`config.mk`:
```
export PLATFORM = sky130hd
export DESIGN_NAME = spi_master
export DESIGN_NICKNAME = d
export VERILOG_FILES = /design/src/rtl/spi_master.sv
export SDC_FILE = /design/constraint.sdc
export NUM_CORES = 1
export LEC_CHECK = 0
export ABC_AREA = 1
export BUFFER_PORTS_ARGS = -buffer_cell sky130_fd_sc_hd__buf_4
export CAP_MARGIN = 20
export CELL_PAD_IN_SITES_DETAIL_PLACEMENT = 0
export CELL_PAD_IN_SITES_GLOBAL_PLACEMENT = 2
export CORE_UTILIZATION = 31
export CTS_CLUSTER_DIAMETER = 60
export DETAILED_ROUTE_END_ITERATION = 10
export PLACE_DENSITY_LB_ADDON = 0.1
export SYNTH_ARGS = -nofsm -noshare
export SYNTH_HDL_FRONTEND = slang
export SYNTH_SLANG_ARGS = --single-unit
```
`constraint.sdc`:
```
create_clock -name clk -period 1.97 [get_ports clk]
set_clock_uncertainty 0.15 [all_clocks]
set_input_delay 0.394 -clock clk [delete_from_list [all_inputs] [get_ports clk]]
set_output_delay 0.394 -clock clk [all_outputs]
set_load 0.02 [all_outputs]
```
`src/rtl/spi_master.sv`:
```
// SPI mode-0 master: one full-duplex DATA_W-bit word per start pulse, MSB first.
// Every SCK, SS and MOSI transition lands on a multiple of CLK_DIV clk cycles
// after the accepting edge, so the bus timing is fixed for a given parameter set.
module spi_master #(
  parameter int DATA_W  = 8,
  parameter int CLK_DIV = 4
) (
  input  logic              clk,
  input  logic              rst,
  input  logic              start,
  input  logic [DATA_W-1:0] din,
  output logic [DATA_W-1:0] dout,
  output logic              busy,
  output logic              done,
  output logic              ss,
  output logic              sck,
  output logic              mosi,
  input  logic              miso
);

  localparam int DIV_W  = (CLK_DIV > 1) ? $clog2(CLK_DIV) : 1;
  localparam int EDGE_W = $clog2(2 * DATA_W + 1);

  localparam logic [DIV_W-1:0]  DIV_LAST  = DIV_W'(CLK_DIV - 1);
  localparam logic [EDGE_W-1:0] EDGE_LAST = EDGE_W'(2 * DATA_W - 1);

  typedef enum logic [2:0] {
    S_IDLE,
    S_SETUP,
    S_SHIFT,
    S_HOLD,
    S_GAP
  } state_t;

  state_t              state_q, state_d;
  logic [DIV_W-1:0]    div_cnt_q, div_cnt_d;
  logic [EDGE_W-1:0]   edge_cnt_q, edge_cnt_d;
  logic [DATA_W-1:0]   tx_sr_q, tx_sr_d;
  logic [DATA_W-1:0]   rx_sr_q, rx_sr_d;
  logic [DATA_W-1:0]   dout_q, dout_d;
  logic                busy_q, busy_d;
  logic                done_q, done_d;
  logic                ss_q, ss_d;
  logic                sck_q, sck_d;
  logic                mosi_q, mosi_d;

  logic                div_wrap;
  logic [DIV_W-1:0]    div_next;
  logic [DATA_W-1:0]   rx_shifted;
  logic [DATA_W-1:0]   tx_shifted;

  assign div_wrap   = (div_cnt_q == DIV_LAST);
  assign div_next   = div_wrap ? '0 : div_cnt_q + DIV_W'(1);
  assign rx_shifted = DATA_W'({rx_sr_q, miso});
  assign tx_shifted = tx_sr_q << 1;

  // Next-state and datapath; the SETUP->SHIFT hand-over itself is the first (rising) SCK edge.
  always_comb begin
    state_d    = state_q;
    div_cnt_d  = div_cnt_q;
    edge_cnt_d = edge_cnt_q;
    tx_sr_d    = tx_sr_q;
    rx_sr_d    = rx_sr_q;
    dout_d     = dout_q;
    busy_d     = busy_q;
    done_d     = 1'b0;
    ss_d       = ss_q;
    sck_d      = sck_q;
    mosi_d     = mosi_q;

    case (state_q)
      S_IDLE: begin
        if (start) begin
          state_d    = S_SETUP;
          tx_sr_d    = din;
          mosi_d     = din[DATA_W-1];
          ss_d       = 1'b0;
          busy_d     = 1'b1;
          div_cnt_d  = '0;
          edge_cnt_d = '0;
        end
      end

      S_SETUP: begin
        div_cnt_d = div_next;
        if (div_wrap) begin
          state_d    = S_SHIFT;
          sck_d      = 1'b1;
          rx_sr_d    = rx_shifted;
          edge_cnt_d = EDGE_W'(1);
        end
      end

      S_SHIFT: begin
        div_cnt_d = div_next;
        if (div_wrap) begin
          sck_d      = ~sck_q;
          edge_cnt_d = edge_cnt_q + EDGE_W'(1);
          if (!sck_q) begin
            rx_sr_d = rx_shifted;
          end else if (edge_cnt_q == EDGE_LAST) begin
            state_d = S_HOLD;
          end else begin
            tx_sr_d = tx_shifted;
            mosi_d  = tx_shifted[DATA_W-1];
          end
        end
      end

      S_HOLD: begin
        div_cnt_d = div_next;
        if (div_wrap) begin
          state_d = S_GAP;
          ss_d    = 1'b1;
        end
      end

      S_GAP: begin
        div_cnt_d = div_next;
        if (div_wrap) begin
          state_d = S_IDLE;
          dout_d  = rx_sr_q;
          done_d  = 1'b1;
          busy_d  = 1'b0;
          mosi_d  = 1'b0;
        end
      end

      default: begin
        state_d = S_IDLE;
      end
    endcase
  end

  // State and output registers; reset wins over any request on the same edge.
  always_ff @(posedge clk) begin
    if (rst) begin
      state_q    <= S_IDLE;
      div_cnt_q  <= '0;
      edge_cnt_q <= '0;
      tx_sr_q    <= '0;
      rx_sr_q    <= '0;
      dout_q     <= '0;
      busy_q     <= 1'b0;
      done_q     <= 1'b0;
      ss_q       <= 1'b1;
      sck_q      <= 1'b0;
      mosi_q     <= 1'b0;
    end else begin
      state_q    <= state_d;
      div_cnt_q  <= div_cnt_d;
      edge_cnt_q <= edge_cnt_d;
      tx_sr_q    <= tx_sr_d;
      rx_sr_q    <= rx_sr_d;
      dout_q     <= dout_d;
      busy_q     <= busy_d;
      done_q     <= done_d;
      ss_q       <= ss_d;
      sck_q      <= sck_d;
      mosi_q     <= mosi_d;
    end
  end

  assign dout = dout_q;
  assign busy = busy_q;
  assign done = done_q;
  assign ss   = ss_q;
  assign sck  = sck_q;
  assign mosi = mosi_q;

endmodule

```
# Word level (Yosys, flattened, before mapping)
# Index checks and enable logic that the tools add are counted.
totals:
  ff_bits: 38
  in_bits: 12
  word_cells: 88
  output_inout_bits: 13
op_classes:
  add_sub_neg: 2
  eq_ne: 15
  n_mux: 38
  n_reduce_logical: 20
  bitwise_logic: 2
op_table:
  columns: ["operator", "count"]
  rows:
  - ["$mux W7", 4]
  - ["$mux W8", 3]
  - ["$mux W3", 7]
  - ["$ne A2 B2 Y1 const B", 9]
  - ["$pmux W8 S2", 1]
  - ["$mux W5", 3]
  - ["$pmux W3 S5", 1]
  - ["$pmux W5 S3", 1]
  - ["$pmux W7 S2", 1]
  - ["$mux W1", 10]
  - ["$reduce_bool A2 Y1", 5]
  - ["$reduce_and A3 Y1", 3]
  - ["$reduce_and A4 Y1", 2]
  - ["$reduce_and A7 Y1", 1]
  - ["$eq A3 B2 Y1 const B", 2]
  - ["$pmux W1 S2", 3]
  - ["$reduce_and A6 Y1", 1]
  - ["$reduce_bool A3 Y1", 2]
  - ["$add A5 B1 Y5 const B", 1]
  - ["$eq A5 B4 Y1 const B", 1]
  - ["$reduce_and A5 Y1", 1]
  - ["$mux W2", 2]
  - ["$pmux W2 S2", 1]
  - ["$reduce_and A2 Y1", 2]
  - ["9 further kinds", 10]

# Logic depth before layout (Yosys ltp)
depth:
  depth_word: 5
  ltp_mapped: 12
  ltp_nobuf: 11

# Worst setup path after synthesis
# OpenSTA, ideal clock, no wires.
synth_timing:
  path_kind: "flip-flop to flip-flop"
  startpoint: "register edge_cnt_q[0]"
  endpoint: "register tx_sr_q[1]"
  period_less_slack_ps: 1654
  setup_ps: 113
  arrival_time_ps: 1391
  stages_incl_launch_ff: 12
  slack_ps: 316
  required_ps: 1707
  n_path_buf: 1
  path_cell_list: "dfxtp_1 ha_1 nand2_1 nor2_1 ha_1 inv_1 nand2_1 nand3_1 nand4_2 buf_6 nor2_1 nor2_1"
synth_between:
  elab_chain_cells: 3
synth_lines:
  columns: ["item", "line_no", "rtl"]
  rows:
  - ["start: declaration", "37", "logic [EDGE_W-1:0] edge_cnt_q, edge_cnt_d;"]
  - ["start signal: assignment", "152", "edge_cnt_q <= edge_cnt_d;"]
  - ["$eq A5 B4 Y1", "101", "end else if (edge_cnt_q == EDGE_LAST) begin"]
  - ["$ne A2 B2 Y1 (no line)", null, null]
  - ["$reduce_and A5 Y1 (no line)", null, null]
  - ["end signal: assignment", "153", "tx_sr_q <= tx_sr_d;"]
  - ["end: declaration", "38", "logic [DATA_W-1:0] tx_sr_q, tx_sr_d;"]
# Every way passes these cells.
# A chain may end at the register's enable or synchronous reset.

# Final worst setup path
layout_timing:
  startpoint: "register state_q[0]"
  endpoint: "register rx_sr_q[1]"
layout_between:
  elab_chain_cells: 3
  elab_cells_between_ends: 8
  classes_between: "eq/ne (5); mux (1); reduce/logical (2)"
layout_lines:
  columns: ["item", "line_no", "rtl"]
  rows:
  - ["start: declaration", "35", "state_t state_q, state_d;"]
  - ["start signal: assignment", "150", "state_q <= state_d;"]
  - ["$eq A3 B2 Y1 or $eq A3 B1 Y1 (tied branches)", "71", "case (state_q)"]
  - ["$ne A2 B2 Y1 (no line) or $reduce_bool A2 Y1 (tied branches)", null, null]
  - ["$reduce_and A4 Y1 (no line)", null, null]
  - ["end signal: assignment", "154", "rx_sr_q <= rx_sr_d;"]
  - ["end: declaration", "39", "logic [DATA_W-1:0] rx_sr_q, rx_sr_d;"]
# Parallel ways exist; a longest one is shown, timed or not.

==> reports/metrics.yaml <==
status: "finished, final reports clean"
tightest_slew_ns: 0.455
antenna_found_initial: 0
port_buffers: 24
io_pins: 25
drtIter0Drc: 46
syn_area_mm2: 0.00184
cts_tree: "yes"
firstDrtPassIters: 4
viasPerCell: 4.50
reg2reg_from: "state_q[0]$_SDFFE_PP0P_"
gr-total-overflow: 0
seq_area_frac_synth_pct: 41.3
clk_pin_slew_worst_paths_ns: 0.08
clock.fmax_mhz: 575
final-hold-violation-count: 0
slew_violations: 0
root_buffer: "clkbuf_8"
worstPathRequired_ns: 2.00
drive_above_1_share_pct: 20.4
grt_pass1_wl_um: 7370
grt_setup_unrepaired: "no"
hold_path.startpoint: "miso"
grt.total_usage_pct: 15.0
cp.arrival_ns: 1.77
die_w_um: 79.1
core-area_mm2: 0.00561
syn-instance-count: 260
drc: 0
start_util_pct: 32.8
wirelength_um: 4300
grt_pass1_vias: 1589
antennaDiodeCount: 0
cts_sinks: 38
synth-seq-cells: 38
hold_class: "in -> reg"
worstSetupPathType: "reg -> reg"
area_growth_pct: 23.0
crit_fanout: 9
grt_max_degree: 20
startpoint_type: "flip-flop"
cp-startpoint: "state_q[0]$_SDFFE_PP0P_"
dieArea_mm2: 0.00625
slew_headroom_pct: 69.7
synth_nets: 275
worstSkewPairLatency_ns: 0.29
cts.path.max_buffers: 2
avgRoutedWirePerCell_um: 11.9
period_needed_ns: 1.74
cts_max_level: 2
p_per_area_mw_per_mm2: 1270
setup_violations: 0
rows: 27
avgSynthCellArea_um2: 7.08
endpoint_kind: "flip-flop"
cts_buffers: 5
ys_types: 24
place_hpwl_um: 2940
nNetsFinal: 303
whs_ns: 0.227
vias: 1626
ir_worst_vdd_mv: 0.460
drv_cap: 0
die_h_um: 79.1
power.leakage_nw: 1.02
gp_congestion: 0.796
holdBufCountCts: 0
min_period_over_period_pct: 88.3
ant_nets: 0
setup_tns_ns: 0
yosysWarningCount: 0
[cells by family (layout without fill, tap and decap cells)]
| family | after synthesis | after routing | synth area share (%) |
|---|---|---|---|
| adders and majority gates | 3 | 3 | 2.04 |
| and+or+nand+nor | 127 | 128 | 31.6 |
| DFF | 38 | 38 | 41.3 |
| AOI/OAI and AO/OA | 47 | 47 | 13.8 |
| buffers and inverters | 45 | 73 | 11.3 |
[flip-flops by register name (all words and copies together) (netlist names)]
name,flops
div_cnt_q,2
dout,8
mosi,1
edge_cnt_q,5
done,1
tx_sr_q,7
rx_sr_q,8
ss,1
sck,1
state_q,3
busy,1
[routing by layer]
metal	track usage, %	vias up	routed length, um
li1	-	883	-
met1	20.1	716	2220
met2	23.6	21	1880
met3	3.56	6	146
met4	4.91	0	54
met5	0	-	0
[report_power, final]
| group | internal [mW] | switching (mW) | leakage [nW] |
|---|---|---|---|
| sequential | 0.905 | 0.105 | 0.310 |
| clock | 0.540 | 0.292 | 0.0714 |
| combinational | 0.374 | 0.658 | 0.634 |
[worst paths after layout]
| kind | to | slack (ns) | cells after the start |
|---|---|---|---|
| worst max-delay path | rx_sr_q[1]$_SDFFE_PP0P_ | 0.23 | 6 |
| worst min-delay path | rx_sr_q[0]$_SDFFE_PP0P_ | 0.23 | 3 |
| worst max register to register | rx_sr_q[1]$_SDFFE_PP0P_ | 0.23 | 6 |
| worst min register to register | dout[2]$_SDFFE_PP0P_ | 0.30 | 2 |
[metrics by stage]
| stage | instances | power [mW] | setup slack, ns | utilization (%) | area (um2) |
|---|---|---|---|---|---|
| after CTS | 360 | 2.85 | 0.0540 | 39.8 | 2230 |
| after floorplan | 260 | 1.80 | 0.316 | - | 1840 |
| final | 361 | 2.87 | 0.231 | 40.4 | 2270 |
| after detailed placement | 352 | 2.00 | 0.0692 | 37.2 | 2090 |
| after global routing | 361 | 3.13 | 0.00456 | 40.4 | 2270 |
| after global placement | 352 | 2.00 | 0.139 | 37.2 | 2090 |
[critical path, cell delays in order (launching register included)]
cell     delay (ns)
dfxtp_1        0.43
nor2_8         0.26
nand3_2        0.23
nand2_2        0.27
nand2_4        0.13
nand2_1        0.08
a21oi_1        0.06
[cell usage in the layout (no fill, tap or decap), types with 3 or more instances in the layout]
cell	count
nand3_1	20
o21ai_0	19
buf_4	32
ha_1	3
nand2_1	59
dfxtp_1	38
clkbuf_8	6
nand3_2	3
nor2_1	32
nand2_2	5
a21oi_1	24
inv_1	31
[cell type report]
class / instances / area [um2]
fillers: 616 / 3340
multi-input cells: 178 / 908
flip-flops and latches: 38 / 761
repair buffers: 32 / 240
inverters: 33 / 124
well taps: 72 / 90.1
clock buffers: 6 / 82.6
clock inverters: 2 / 60.1
[Yosys cell counts, drive strengths merged]
cell,instances,area [um2]
nand3,23,125
buf,9,72.6
nand2,66,275
ha,3,37.5
a21oi,27,154
nor2,34,151
nand4,3,25.0
nor3,1,5.00
o21ai,20,100
inv,33,124
dfxtp,38,761
clkbuf,3,11.3
[what timing repair did]
item,in CTS,in global routing
resized for setup,0,3
setup endpoints to repair,0,7
buffers inserted,0,0
No activity file was read; power rests on OpenSTA's default activity.
